[src/rtl/sar_pkg.sv]
// Shared types and constant helpers for the successive-approximation search engine.
package sar_pkg;

    typedef enum logic [1:0] {
        ST_IDLE   = 2'd0,
        ST_EVAL   = 2'd1,
        ST_VERIFY = 2'd2,
        ST_DONE   = 2'd3
    } state_t;

    // Ceiling log2 usable in constant expressions (returns 0 for v <= 1).
    function automatic int unsigned clog2(input int unsigned v);
        int unsigned r;
        r = 0;
        for (int unsigned k = 0; k < 32; k++) begin
            if ((64'd1 << k) < 64'(v)) r = k + 1;
        end
        return r;
    endfunction

    // First probe of a search: only the MSB set.
    function automatic logic [31:0] msb_probe(input int unsigned w);
        return 32'd1 << (w - 1);
    endfunction

endpackage

[src/rtl/sar_wait_cnt.sv]
// Loadable down-counter that holds off flag sampling while the comparator settles.
module sar_wait_cnt #(
    parameter int unsigned W = 1
) (
    input  logic         clk,
    input  logic         rst_n,
    input  logic         load,
    input  logic [W-1:0] load_val,
    output logic         zero_c
);

    logic [W-1:0] cnt;

    // Load wins; otherwise count down and stick at zero.
    always_ff @(posedge clk or negedge rst_n) begin
        if (!rst_n) begin
            cnt <= '0;
        end else if (load) begin
            cnt <= load_val;
        end else if (cnt != '0) begin
            cnt <= cnt - W'(1);
        end
    end

    assign zero_c = (cnt == '0);

endmodule

[src/rtl/sar_search.sv]
// Successive-approximation search driving comparator A, MSB first, against a hidden B.
// Optional feature: define SAR_VERIFY_EN to add a final confirm compare of the result.
module sar_search
    import sar_pkg::*;
#(
    parameter int unsigned WIDTH   = 4,
    parameter int unsigned CMP_LAT = 0
) (
    input  logic                        clk,
    input  logic                        rst_n,
    input  logic                        start,
    output logic [WIDTH-1:0]            probe,
    input  logic                        cmp_g,
    input  logic                        cmp_e,
    input  logic                        cmp_l,
    output logic                        busy,
    output logic                        done,
    output logic [WIDTH-1:0]            result,
    output logic                        found,
    output logic                        err,
    output logic [clog2(WIDTH+2)-1:0]   steps
);

    localparam int unsigned SW = clog2(WIDTH + 2);
    localparam int unsigned IW = clog2(WIDTH);
    localparam int unsigned CW = (CMP_LAT == 0) ? 1 : clog2(CMP_LAT + 1);
    localparam logic [WIDTH-1:0] MSB = WIDTH'(msb_probe(WIDTH));

    state_t           state;
    state_t           state_nxt;
    logic [IW-1:0]    idx;
    logic [IW-1:0]    idx_nxt;
    logic [WIDTH-1:0] probe_nxt;
    logic [WIDTH-1:0] result_nxt;
    logic [WIDTH-1:0] work_c;
    logic [SW-1:0]    steps_nxt;
    logic             busy_nxt;
    logic             done_nxt;
    logic             found_nxt;
    logic             err_nxt;
    logic             cnt_load_c;
    logic             cnt_zero_c;
    logic             flags_ok_c;

    assign flags_ok_c = $onehot({cmp_g, cmp_e, cmp_l});

    sar_wait_cnt #(
        .W(CW)
    ) u_wait (
        .clk      (clk),
        .rst_n    (rst_n),
        .load     (cnt_load_c),
        .load_val (CW'(CMP_LAT)),
        .zero_c   (cnt_zero_c)
    );

    // State register.
    always_ff @(posedge clk or negedge rst_n) begin
        if (!rst_n) begin
            state <= ST_IDLE;
        end else begin
            state <= state_nxt;
        end
    end

    // Next-state selection; flags only matter once the settle counter has drained.
    always_comb begin
        state_nxt = state;
        case (state)
            ST_IDLE: begin
                if (start) state_nxt = ST_EVAL;
            end
            ST_EVAL: begin
                if (cnt_zero_c) begin
                    if (!flags_ok_c || cmp_e) begin
                        state_nxt = ST_DONE;
                    end else if (idx == '0) begin
`ifdef SAR_VERIFY_EN
                        state_nxt = ST_VERIFY;
`else
                        state_nxt = ST_DONE;
`endif
                    end
                end
            end
`ifdef SAR_VERIFY_EN
            ST_VERIFY: begin
                if (cnt_zero_c) state_nxt = ST_DONE;
            end
`endif
            ST_DONE: begin
                state_nxt = ST_IDLE;
            end
            default: begin
                state_nxt = ST_IDLE;
            end
        endcase
    end

    // Datapath next values: probe/bit walk, result capture and status flags.
    always_comb begin
        idx_nxt    = idx;
        probe_nxt  = probe;
        result_nxt = result;
        steps_nxt  = steps;
        busy_nxt   = busy;
        done_nxt   = 1'b0;
        found_nxt  = found;
        err_nxt    = err;
        cnt_load_c = 1'b0;
        work_c     = probe;
        if (cmp_g) work_c[idx] = 1'b0;

        case (state)
            ST_IDLE: begin
                if (start) begin
                    probe_nxt  = MSB;
                    idx_nxt    = IW'(WIDTH - 1);
                    cnt_load_c = 1'b1;
                    steps_nxt  = '0;
                    found_nxt  = 1'b0;
                    err_nxt    = 1'b0;
                    busy_nxt   = 1'b1;
                end
            end
            ST_EVAL: begin
                if (cnt_zero_c) begin
                    steps_nxt = steps + SW'(1);
                    if (!flags_ok_c) begin
                        err_nxt   = 1'b1;
                        found_nxt = 1'b0;
                    end else if (cmp_e) begin
                        result_nxt = probe;
                        found_nxt  = 1'b1;
                    end else if (idx == '0) begin
                        result_nxt = work_c;
`ifdef SAR_VERIFY_EN
                        probe_nxt  = work_c;
                        cnt_load_c = 1'b1;
`else
                        found_nxt  = 1'b1;
`endif
                    end else begin
                        probe_nxt  = work_c | (WIDTH'(1) << (idx - IW'(1)));
                        idx_nxt    = idx - IW'(1);
                        cnt_load_c = 1'b1;
                    end
                end
            end
`ifdef SAR_VERIFY_EN
            ST_VERIFY: begin
                if (cnt_zero_c) begin
                    steps_nxt = steps + SW'(1);
                    if (!flags_ok_c) begin
                        err_nxt   = 1'b1;
                        found_nxt = 1'b0;
                    end else begin
                        found_nxt = cmp_e;
                    end
                end
            end
`endif
            ST_DONE: begin
                done_nxt = 1'b1;
                busy_nxt = 1'b0;
            end
            default: begin
            end
        endcase
    end

    // Datapath and output registers.
    always_ff @(posedge clk or negedge rst_n) begin
        if (!rst_n) begin
            idx    <= '0;
            probe  <= '0;
            result <= '0;
            steps  <= '0;
            busy   <= 1'b0;
            done   <= 1'b0;
            found  <= 1'b0;
            err    <= 1'b0;
        end else begin
            idx    <= idx_nxt;
            probe  <= probe_nxt;
            result <= result_nxt;
            steps  <= steps_nxt;
            busy   <= busy_nxt;
            done   <= done_nxt;
            found  <= found_nxt;
            err    <= err_nxt;
        end
    end

endmodule

[config.mk]
export PLATFORM = sky130hd
export DESIGN_NAME = sar_search
export DESIGN_NICKNAME = d
export VERILOG_FILES = /design/src/rtl/sar_pkg.sv /design/src/rtl/sar_wait_cnt.sv /design/src/rtl/sar_search.sv
export SDC_FILE = /design/constraint.sdc
export NUM_CORES = 1
export LEC_CHECK = 0
export ABC_AREA = 1
export BUFFER_PORTS_ARGS = -buffer_cell sky130_fd_sc_hd__buf_2
export CAP_MARGIN = 5
export CORE_ASPECT_RATIO = 1.5
export CORE_MARGIN = 8
export CORE_UTILIZATION = 45
export CTS_BUF_LIST = sky130_fd_sc_hd__clkbuf_16
export CTS_CLUSTER_SIZE = 24
export DETAILED_ROUTE_END_ITERATION = 8
export PLACE_DENSITY_LB_ADDON = 0.08
export SYNTH_ARGS = -nofsm -noshare
export SYNTH_HDL_FRONTEND = slang
export SYNTH_SLANG_ARGS = --single-unit
[constraint.sdc]
create_clock -name clk -period 1.9 [get_ports clk]
set_input_delay 0.19 -clock clk [delete_from_list [all_inputs] [get_ports clk]]
set_output_delay 0.19 -clock clk [all_outputs]
set_load 0.05 [all_outputs]
# Yosys cells after proc, flatten, opt, wreduce, memory -nomap -nowiden
# Index checks and enable logic that the tools add are counted.
dict set report op_classes {
  n_addsub 5
  magnitude_cmp 2
  eq_ne 11
  n_shift 1
  n_mux 45
  bitwise 4
  n_reduce_logical 15
}
# cell n
set ops {}
lappend ops {{$mux 4} 8}
lappend ops {{$mux 2} 9}
lappend ops {{$mux 1} 17}
lappend ops {{$ne 2x2->1 const B} 6}
lappend ops {{$reduce_and 4->1} 3}
lappend ops {{$pmux 1 s2} 4}
lappend ops {{$pmux 2 s2} 2}
lappend ops {{$pmux 4 s2} 1}
lappend ops {{$mux 3} 2}
lappend ops {{$pmux 3 s2} 1}
lappend ops {{$reduce_and 3->1} 2}
lappend ops {{$reduce_and 6->1} 1}
lappend ops {{$reduce_bool 2->1} 3}
lappend ops {{$and 4x4->4} 1}
lappend ops {{$eq 2x1->1 const B} 2}
lappend ops {{$logic_not 2->1} 2}
lappend ops {{$ne 4x4->1 const B} 1}
lappend ops {{$not 4->4} 1}
lappend ops {{$or 4x4->4} 1}
lappend ops {{$shl 1x2->4 const A} 1}
lappend ops {{$add 3x1->3 const B} 1}
lappend ops {{$lt 2x3->1 const B} 1}
lappend ops {{$ne 3x3->1 const B} 1}
lappend ops {{$add 1x1->2} 1}
lappend ops {{11 further kinds} 11}
dict set report word_totals {
  register_bits 20
  input_bits 6
  out_inout_bits 15
  word_cells 93
}

# Longest topological paths before layout
dict set report depth {
  ltp_word 13
  mapped_depth 8
  ltp_nobuf 8
}

# Modules after synthesis
# Synthesis repeated with hierarchy kept, for this count alone.
dict set report unflattened {
  hier_cells 126
  area_unflattened_um2 1083.5
}
# mod instances cells_per_inst area_each_um2 seq_area_each_um2
set by_module_without_submodules {}
lappend by_module_without_submodules {sar_search 1 122 1047.3 475.5}
lappend by_module_without_submodules {sar_wait_cnt 1 4 36.3 25.0}

# Worst setup path after synthesis
# No wires, ideal clock.
dict set report synth_path {
  kind {register to register}
  start {reg idx[0]}
  end {reg result[0]}
  setup_time_ps 127
  arrival_ps 1239
  t_required_ps 1773
  slack_ps 534
  path_stages_with_launch 6
  path_buffers 0
  period_less_slack_ps 1366
  path_cell_list {dfrtp_1 > inv_1 > ha_1 > nor2_1 > nand3b_2 > o21ai_0}
}
dict set report synth_via {
  elab_chain_len 9
  word_cells_on_any_way 13
  cone_classes {order compare: 2; mux: 5; bitwise: 2; reduce/logical: 4}
}
# item line
set synth_lines {}
lappend synth_lines {{start: declaration} sar_search.sv:31} ;# logic [IW-1:0] idx;
lappend synth_lines {{start signal: assignment} sar_search.sv:184} ;# idx <= idx_nxt;
lappend synth_lines {{$lt 2x3->1 (implied by the code) / $ge 2x1->1 (equally long branches)} sar_search.sv:112} ;# if (cmp_g) work_c[idx] = 1'b0;
lappend synth_lines {{$logic_and 1x1->1 (implied by the code)} sar_search.sv:112}
lappend synth_lines {{$mux 1 (implied by the code)} sar_search.sv:112}
lappend synth_lines {{$demux 1 s2} sar_search.sv:112}
lappend synth_lines {{$not 4->4 (no line)} -}
lappend synth_lines {{$and 4x4->4 (no line)} -}
lappend synth_lines {{$mux 4} sar_search.sv:112}
lappend synth_lines {{$mux 4} sar_search.sv:135} ;# end else if (idx == '0) begin
lappend synth_lines {{$mux 4} sar_search.sv:132} ;# end else if (cmp_e) begin
lappend synth_lines {{end signal: assignment} sar_search.sv:186} ;# result <= result_nxt;
lappend synth_lines {{end: declaration} sar_search.sv:18} ;# output logic [WIDTH-1:0] result,
# Several ways; a longest one is shown, not always the timed one. The select of a mux whose other input is x is not followed.
# A chain may end at the register's enable or synchronous reset.

# Final worst setup path
dict set report layout_path {
  start {reg idx[0]}
  end {reg result[1]}
}
# Same word-level chain as after synthesis.

==> results.md <==
- The flow ran to the end, and the final reports show no timing, DRC or antenna violations.
- The number of slew-limit violations in the final report is 0.
- Once the floorplan was initialized, standard cells occupied 47.3% of the core.
- The number of cells after detailed placement is 146.
- Across all hold checks on the routed design, the worst slack comes to 0.293 ns.
- The area of the mapped netlist is 960 um2.
- The kind of capture point of the worst setup path is a flip-flop.
- The actual transition at the worst max-transition pin is 0.435 ns.
- The critical path is of the reg2reg type.
- Setup violations remaining at the end of the flow were counted as 0.
- STA puts the critical path data arrival time at 1.75 ns.
- The tightest slew margin relative to the limit is 71.0%.
- No sink is reached through more buffers than the 2 on the longest clock path.
- The height of the die is 72.6 um.
- The global-route wire length before repair is 3420 um.
- Synthesis produced a netlist with a net count of 119.
- The floorplan step defined a core boundary enclosing 2030 um2.
- The synthesized instance count is 104.
- The final critical path takes up 83.4% of the cycle.
- In the routed design, unresolved DRC markers number 0.
- The proportion of netlist area held by the largest area contributor is 49.5%.
- The die span in x is 53.7 um.
- The count of input and output buffers is 20.
- At the end of routability-driven placement, the weighted congestion stood at 0.744.
- The multi-input combinational cell area is 435 um2.
- The number of cells traversed by the worst hold path is 3.
- The number of warning messages in the yosys log is 0.
- The detailed-route wire length is 1970 um.
- The number of setup buffers added after CTS is 0.
- The total congestion overflow is 0.
- 0 antenna diodes ended up in the layout.
- Leaving out filler cells and counting taps, the final layout contains 151.
- Setup repair after global routing left no endpoint under its margin.
- Entering global routing, the biggest net connects 20 pins.
- The average wire per cell in the routed design is 13.0 um.
- The via count of the first global-routing pass is 800.
- In the final layout, flip-flops and latches occupy 475 um2.
- Multiplexer cells account for 0% of the synthesized area.
- After synthesis, the largest family of logic cells by area is simple AND/OR/NAND/NOR gates.
- The average cell area after synthesis is 9.23 um2.
- Counting distinct cell types in the post-synthesis netlist gives 16.
- The number of primary I/O pins is 21.
- The core utilization of the finished layout is 58.0%.
- Clock tree synthesis inserted a total of 3 buffers.
- The clock latency at the later pin of the worst-skew pair is 0.25 ns.
- The register bit total from synthesis is 19.
- The total leakage power is 0.000644 uW.
- The number of core rows is 20.
- The worst supply voltage drop on vdd is 790 uV.
- The final number of hold-violating endpoints is 0.
- The area share of and/or/nand/nor cells after synthesis is 22.0%.
- The achievable frequency is 0.631 GHz.
- In the routed layout, each cell is associated on average with a via count of 5.07.
- The final-layout fill cell count is 202.
- Cells with a size suffix above 1 make up 23.3% of the layout.
- The maximum fanout encountered on the critical timing path is 9.
- The xor-xnor portion of the synthesized cell area is 0.913%.
- The initial antenna violation count is 0.
- The required time at the worst-slack endpoint is 2.06 ns.
- In this run, post-CTS repair resized a total of 0 instances.
- Global routing consumed, over all layers together, 11.6% of the routing resources.
- For the worst flop-to-flop path, the logic depth is 6.
- The die covers 3900 um2.
- Ranked by total cell area, the synthesized netlist is headed by dfrtp_1 50%, ha_1 10%, nand2_1 9.0%, o21ai_0 7.3%, inv_1 5.1%.
- The total vias in the final route is 765.
- The tool flagged a number of max-cap violations equal to 0.
- In this run the number of H-tree levels came out at 1.
- Leaving out fill and tap cells, the most frequent cells in the layout are 23 x nand2_1, 20 x buf_2, 19 x dfrtp_1.
- The setup total negative slack is 0 ns.
- TritonCTS built the clock tree.
- The cell chosen for the clock root is clkbuf_16.
- Of all cell types, the one taking the most synthesized area is dfrtp_1.
- The TritonCTS sink count is 19.
- The number of detailed-routing iterations run before antenna repair is 4.
- The clock period minus worst slack is 1.59 ns.
- The synthesis-to-finish area growth is 22.6%.
- The worst hold path class is in2reg.
- For the final database, setup skew stands at 0.000655 ns.
- Summed over all nets, the half-perimeter wirelength after detailed placement is 1570 um.
- STA classifies the critical path startpoint as a flip-flop.
- Summing the areas of all fa, ha and maj instances in the mapped netlist gives 12.5% of the synthesized area.
- The areal power density over the cells is 1840 nW/um2.
- The starting DRC count in detailed routing is 22.
- The complex-gate fraction of the synthesized area is 9.91%.
- The antenna violation net count after detailed routing is 0.
- Sequential elements use 49.5% of the synthesized area.
- Clock-pin slew was measured on the worst setup and hold paths at 0.05 ns.
- After the last flow step, the layout net total stands at 145.
- The library cell used most frequently in the layout, excluding fill and tap cells, is nand2_1.
-- through the flow --
step | total power, uW | setup slack, ns | cell area (um2)
floorplan | 1510 | 0.534 | 960
global placement | 1760 | 0.313 | 1090
detailed placement | 1780 | 0.252 | 1090
CTS | 2200 | 0.284 | 1180
global route | 2340 | 0.168 | 1180
finish | 2170 | 0.315 | 1180
-- worst max-delay path: stages, from the launching register on --
cell,delay (ns)
dfrtp_1,0.44
inv_1,0.13
ha_1,0.24
nor2_1,0.25
nand3b_2,0.27
nand2_1,0.08
o21ai_0,0.08
-- path summary, 6_finish.rpt --
path                                          to               start  slack (ns)
max in group asynchronous       busy$_DFFE_PN0P_               rst_n        1.18
min in group asynchronous  result[3]$_DFFE_PN0P_               rst_n        0.41
max reg2reg                result[1]$_DFFE_PN0P_  idx[0]$_DFFE_PN0P_        0.31
max                        result[1]$_DFFE_PN0P_  idx[0]$_DFFE_PN0P_        0.31
min reg2reg                    found$_DFFE_PN0P_   found$_DFFE_PN0P_        0.48
min                             busy$_DFFE_PN0P_               start        0.29
-- Yosys cell counts (all sizes together) --
| master | number |
|---|---|
| a21oi | 5 |
| dfrtp | 19 |
| fa | 1 |
| ha | 8 |
| inv | 13 |
| nand2 | 26 |
| nand3 | 7 |
| nand3b | 2 |
| nor2 | 8 |
| o21ai | 14 |
| xnor2 | 1 |
-- cell families after synthesis --
group	after synthesis
DFF	19
AOI/OAI and AO/OA	19
adders and majority gates	9
buffers and inverters	13
and+or+nand+nor	43
xor gates and xnor gates	1
-- what timing repair did --
action	CTS	global route
hold buffers	1	0
setup endpoints to repair	0	0
hold endpoints to repair	19	0
-- state kept, by name, summed over array words and instances, names as in the netlist --
signal and flops:
probe 4, result 4, steps 3, idx 2
state 2, busy 1, done 1, err 1
found 1
-- area by class of cell --
cell class                      count  area share, %
Inverter                           13           4.15
Clock buffer                        3           6.38
Timing Repair Buffer               21           9.36
Multi-Input combinational cell     72           37.0
Clock inverter                      1          0.319
Sequential cell                    19           40.4
Tap cell                           22           2.34
-- metal layers --
| layer | up-vias | wire length, um | part of all wire (%) | global-route usage [%] |
|---|---|---|---|---|
| li1 | 382 | - | - | - |
| met1 | 363 | 746 | 38 | 12.3 |
| met2 | 16 | 1080 | 55 | 20.1 |
| met3 | 4 | 113 | 5.8 | 3.07 |
| met4 | 0 | 27 | 1.4 | 5.07 |
| met5 | - | 0 | 0 | 0 |
-- power breakdown --
part           internal, uW  total, uW  switching [uW]
registers               563        697             134
logic                   282       1050             772
clock network           279        418             139
total                  1120       2170            1050
Note: power is estimated with default switching activity, not from simulation.
